--- config.mk ---
export PLATFORM = sky130hd
export DESIGN_NAME = gbc_bram_arbiter
export DESIGN_NICKNAME = d
export VERILOG_FILES = /design/src/rtl/gbc_bram_arbiter.sv
export SDC_FILE = /design/constraint.sdc
export NUM_CORES = 1
export LEC_CHECK = 0
export CORE_ASPECT_RATIO = 1.2
export CORE_MARGIN = 1.5
export CORE_UTILIZATION = 38
export DETAILED_ROUTE_END_ITERATION = 8
export HOLD_SLACK_MARGIN = 0.05
export PLACE_DENSITY = 0.89
export SETUP_SLACK_MARGIN = 0.4
export SLEW_MARGIN = 5
export SYNTH_ARGS = -nofsm -noshare
export SYNTH_HDL_FRONTEND = slang
export SYNTH_SLANG_ARGS = --single-unit
--- constraint.sdc ---
create_clock -name Clk -period 5.56 [get_ports Clk]
set_input_delay 1.39 -clock Clk [delete_from_list [all_inputs] [get_ports Clk]]
set_output_delay 1.39 -clock Clk [all_outputs]
set_load 0.02 [all_outputs]
--- src/rtl/gbc_bram_arbiter.sv ---
// Two-port arbiter sharing one single-port BRAM between the CPU path (A) and the
// cache fill engine (B); fixed A priority with a starvation guard, tagged read return.
module gbc_bram_arbiter #(
  parameter int unsigned AddressWidth = 15,
  parameter int unsigned DataWidth    = 8,
  parameter int unsigned ReadLatency  = 1,
  parameter int unsigned StarveLimit  = 8
) (
  input  logic                    Clk,
  input  logic                    Reset,
  input  logic                    AAccess,
  input  logic                    AWrite,
  input  logic [AddressWidth-1:0] AAddress,
  input  logic [DataWidth-1:0]    ADataIn,
  output logic                    AReady,
  output logic                    ADataReady,
  output logic [DataWidth-1:0]    ADataOut,
  input  logic                    BAccess,
  input  logic                    BWrite,
  input  logic [AddressWidth-1:0] BAddress,
  input  logic [DataWidth-1:0]    BDataIn,
  output logic                    BReady,
  output logic                    BDataReady,
  output logic [DataWidth-1:0]    BDataOut,
  output logic                    BramEn,
  output logic                    BramWrite,
  output logic [AddressWidth-1:0] BramAddress,
  output logic [DataWidth-1:0]    BramDataOut,
  input  logic [DataWidth-1:0]    BramDataIn
);

  localparam int unsigned CntWidth = 8;
  localparam logic [CntWidth-1:0] StarveMax = CntWidth'(StarveLimit);

  logic                    grant_a_c;
  logic                    grant_b_c;
  logic                    b_first_c;
  logic                    issue_rd_c;
  logic                    a_ret_c;
  logic                    b_ret_c;

  logic [CntWidth-1:0]     starve_cnt_q, starve_cnt_d;
  logic [ReadLatency-1:0]  pipe_vld_q, pipe_vld_d;
  logic [ReadLatency-1:0]  pipe_tag_q, pipe_tag_d;  // tag 1 = port B
  logic [DataWidth-1:0]    a_data_q, a_data_d;
  logic [DataWidth-1:0]    b_data_q, b_data_d;

  // Grant: A wins contention unless B has waited StarveLimit cycles.
  always_comb begin
    grant_a_c = 1'b0;
    grant_b_c = 1'b0;
    b_first_c = (starve_cnt_q == StarveMax);
    if (Reset) begin
      if (AAccess && BAccess) begin
        grant_b_c = b_first_c;
        grant_a_c = !b_first_c;
      end else begin
        grant_a_c = AAccess;
        grant_b_c = BAccess;
      end
    end
  end

  // BRAM drive; idle address/data follow port A, zero while in reset.
  always_comb begin
    AReady      = grant_a_c;
    BReady      = grant_b_c;
    BramEn      = grant_a_c | grant_b_c;
    BramWrite   = (grant_a_c & AWrite) | (grant_b_c & BWrite);
    BramAddress = '0;
    BramDataOut = '0;
    if (Reset) begin
      BramAddress = grant_b_c ? BAddress : AAddress;
      BramDataOut = grant_b_c ? BDataIn  : ADataIn;
    end
  end

  // Starvation counter and read-tag pipeline next state.
  always_comb begin
    starve_cnt_d = starve_cnt_q;
    issue_rd_c   = (grant_a_c & !AWrite) | (grant_b_c & !BWrite);
    pipe_vld_d   = ReadLatency'({pipe_vld_q, issue_rd_c});
    pipe_tag_d   = ReadLatency'({pipe_tag_q, grant_b_c});
    if (!BAccess || grant_b_c) begin
      starve_cnt_d = '0;
    end else if (starve_cnt_q < StarveMax) begin
      starve_cnt_d = starve_cnt_q + CntWidth'(1);
    end
  end

  // Read return: the pipe output lines up with the cycle BramDataIn is valid.
  always_comb begin
    a_ret_c    = Reset & pipe_vld_q[ReadLatency-1] & !pipe_tag_q[ReadLatency-1];
    b_ret_c    = Reset & pipe_vld_q[ReadLatency-1] &  pipe_tag_q[ReadLatency-1];
    a_data_d   = a_ret_c ? BramDataIn : a_data_q;
    b_data_d   = b_ret_c ? BramDataIn : b_data_q;
    ADataReady = a_ret_c;
    BDataReady = b_ret_c;
    ADataOut   = a_data_d;
    BDataOut   = b_data_d;
  end

  always_ff @(posedge Clk) begin
    if (!Reset) begin
      starve_cnt_q <= '0;
      pipe_vld_q   <= '0;
      pipe_tag_q   <= '0;
      a_data_q     <= '0;
      b_data_q     <= '0;
    end else begin
      starve_cnt_q <= starve_cnt_d;
      pipe_vld_q   <= pipe_vld_d;
      pipe_tag_q   <= pipe_tag_d;
      a_data_q     <= a_data_d;
      b_data_q     <= b_data_d;
    end
  end

endmodule

==> impl_metrics.csv <==
group,metric,value,unit
sta,max_freq,0.202,GHz
clocking,ctsResizeCount,0,
setup_path,worst-path-buf-inv,3,
logic_synthesis,syn_area,1560,sq um
finish,n_fill_cell,328,
logic_synthesis,synth_cell_types,31,
setup_path,cp.arrival,3550,ps
routing,routedWlPerCell,11.8,microns
logic_synthesis,synth_area_leaders,"dfxtp_1, mux2i_1, mux2_2, nand2_1, and2_1",
logic_synthesis,synth_most_common_cell,"nand2_1",
clocking,hold_buffers,0,
power_and_ir_drop,p_seq_share,39.2,%
setup_path,crit_type,"in2out",
sta,finalCriticalPeriod,4940,ps
floorplan,core_area,3940,sq um
logic_synthesis,synth_edf_count,0,
clocking,cts.sinks,26,
power_and_ir_drop,p_leak,1.11,nW
routing,wirelength,3930,microns
finish,fin_nets,341,
sta,drv_slew,0,
clocking,htreeDepth,1,
clocking,cts_tree,"built",
setup_path,cp-start-kind,"input pin",
logic_synthesis,synth.top_cell.area_share,33.3,%
place,dp.cells,328,
logic_synthesis,avgSynthCellArea,8.73,sq um
finish,multi_input_comb_area,925,sq um
setup_path,cpMostUsedCell,"clkdlybuf4s50_1",
clocking,cts_buffer_depth,2,
setup_path,r2r_cells,4,
setup_path,critPathRequiredTime,4170,ps
routing,via_count,1612,
routing,dr.pass1.iters,4,
finish,fin_cells,332,
power_and_ir_drop,p_int,0.368,mW
logic_synthesis,synthArstFlopShare,0,%
power_and_ir_drop,p_switching,0.117,mW
global_route,grt_max_degree,57,
clocking,insertion_delay,270,ps
global_route,grt-ovfl-total,0,
place,place_hpwl,3070,microns
routing,viasPerCell,4.86,
sta,min_period_over_period,88.9,%
routing,drc_errors,0,
floorplan,dieArea,4510,sq um
floorplan,initial_core_util,39.7,%
sta,worst_slew_pin_slew,776,ps
clocking,cts_root_buf,"clkbuf_8",
sta,skew,0.861,ps
floorplan,die_h,73.3,microns
run_status,status,"finished, final reports clean",
setup_path,max_stage_delay,630,ps
power_and_ir_drop,p_sw_share,24.2,%
routing,detail-route-antenna-nets,0,
finish,seq_area,520,sq um
logic_synthesis,synthCells,179,
global_route,grt_use_total,17.5,%
power_and_ir_drop,clkPwrFrac,31.6,%
power_and_ir_drop,ir_worst_vdd,99.6,uV
logic_synthesis,syn_nets,241,
clocking,clk_pin_slew,80,ps
setup_path,critPathCaptureType,"output pin",
logic_synthesis,ys.flop_type,"dfxtp_1",
flow_run,cap_violations,0,
setup_path,crit_family,"buffers and inverters",
place,port_buffers,104,
min_path,hold_path.class,"reg2reg",
sta,rsz0062_at_grt,"no",
setup_path,cp.depth,6,
setup_path,crit_chain,"clkdlybuf4s50_1, nand4b_1, o22ai_4, buf_4, mux2i_1, clkdlybuf4s50_1",
clocking,cts_buffers,3,
logic_synthesis,synth-seq-cells,26,
place,place_congestion,0.711,
global_route,antenna_found_initial,0,
sta,fin_setup_tns,0,ps
finish,final_core_util,67.7,%
sta,slew_headroom,47.8,%
floorplan,ios,105,
power_and_ir_drop,p_per_area,182,nW/um^2
logic_synthesis,ys_seq_area_share,33.3,%
setup_path,cp_slowest_cell,"clkdlybuf4s50_1",
setup_path,worstPathMaxFanout,27,
clocking,postCtsSetupRepairBufs,0,
floorplan,die_x,61.5,microns
global_route,grt_first_pass_wirelength,6130,microns
sta,setup_viol,0,
finish,antennaDiodeCount,0,
logic_synthesis,yosysTopAreaCell,"dfxtp_1",
logic_synthesis,synth_warnings,0,
min_path,hold-path-cell-count,1,
finish,syn_to_final_growth,70.8,%
power_and_ir_drop,p_comb_share,29.2,%
finish,drive_gt1_share,9.35,%
sta,hold_violations,0,
floorplan,row_count,25,
logic_synthesis,synth_common_cells,"nand2_1, dfxtp_1, mux2i_1, and2_1, mux2_2",
global_route,grt_pass1_vias,1530,
routing,drtIter0Drc,46,
worst reg2reg max path, cell delays in order, from the launching register on:
cell,delay (ps)
dfxtp_1,330
or4_4,580
o22ai_4,140
buf_4,390
a32o_1,220
power groups by stage:
| stage | Clock [mW] | Sequential (mW) | Combinational (mW) |
|---|---|---|---|
| 2_1_floorplan | 0 | 0.194 | 0.0652 |
| 3_3_place_gp | 0 | 0.194 | 0.141 |
| 3_5_place_dp | 0 | 0.195 | 0.143 |
| 4_1_cts | 0.158 | 0.190 | 0.144 |
| 5_1_grt | 0.162 | 0.191 | 0.153 |
| 6_report | 0.153 | 0.190 | 0.142 |
placed cells by master, fill, tap and decap left out:
| cell | Yosys | layout |
|---|---|---|
| ha_1 | 2 | 2 |
| mux2i_1 | 23 | 23 |
| a21oi_1 | 3 | 3 |
| o22ai_4 | 0 | 1 |
| o21ai_0 | 2 | 2 |
| buf_2 | 1 | 1 |
| nand3_1 | 3 | 3 |
| nand4b_1 | 1 | 1 |
| buf_4 | 0 | 2 |
| a32o_1 | 2 | 2 |
| or4_4 | 1 | 1 |
| inv_1 | 9 | 9 |
| o211a_1 | 1 | 1 |
| and2_1 | 21 | 21 |
| bufinv_16 | 0 | 1 |
| a31oi_1 | 1 | 1 |
| clkbuf_8 | 0 | 3 |
| nor4_1 | 1 | 1 |
| nand3b_1 | 1 | 1 |
| and4_1 | 1 | 1 |
| clkdlybuf4s50_1 | 0 | 103 |
| mux2_2 | 16 | 16 |
| o21a_1 | 2 | 2 |
| o31ai_1 | 1 | 1 |
| dfxtp_1 | 26 | 26 |
| and2_2 | 1 | 1 |
| nand4_1 | 1 | 1 |
| nand2_1 | 47 | 47 |
| and3_1 | 1 | 1 |
area by class of cell:
type | count | share of cell area (%)
tap | 54 | 2.53
multi-input combinational | 133 | 34.6
sequential | 26 | 19.5
clock inverter | 1 | 1.13
clock buffer | 3 | 1.55
inverter | 9 | 1.27
timing repair buffer | 106 | 39.4
state kept, by name, indices dropped and copies added, names as in the netlist:
| signal | flops |
|---|---|
| a_data_q | 8 |
| b_data_q | 8 |
| starve_cnt_q | 8 |
| pipe_tag_q | 1 |
| pipe_vld_q | 1 |
final timing paths:
| kind | start | endpoint | slack (ps) |
|---|---|---|---|
| worst max-delay path | BAccess | BramAddress[13] | 620 |
| worst max register to register | starve_cnt_q[7] | pipe_vld_q | 3850 |
| worst min register to register | starve_cnt_q[6] | starve_cnt_q[6] | 500 |
| worst min-delay path | starve_cnt_q[6] | starve_cnt_q[6] | 500 |
layer usage:
layer  part of all wire [%]  vias to the layer above  wire [microns]  GRT usage (%)
met5                      0                        -               0              0
met4                    1.7                        0              68           7.80
met3                    7.8                        4             306           2.11
met2                     51                       83            2000           32.2
met1                     40                      725            1560           19.4
li1                       -                      800               -              -
cells by family (layout without fill, tap and decap cells):
logic type | count (synthesis) | in the layout | share of synthesized area, %
multiplexers | 39 | 39 | 26.3
AO/OA/AOI/OAI | 13 | 13 | 6.16
buffers and inverters | 20 | 119 | 8.01
flip-flops | 26 | 26 | 33.3
AND/OR/NAND/NOR | 79 | 79 | 24.7
adder cells (fa/ha/maj) | 2 | 2 | 1.60
per-stage QoR:
step	cell area [sq um]	setup WS [ps]	total power [mW]	hold WS (ps)
after floorplan	1560	1570	0.260	455
after global placement	2600	666	0.335	472
after detailed placement	2600	634	0.337	487
after CTS	2670	626	0.492	501
after global routing	2670	504	0.506	522
final	2670	616	0.485	498
Power figures use the tool's default switching activity.
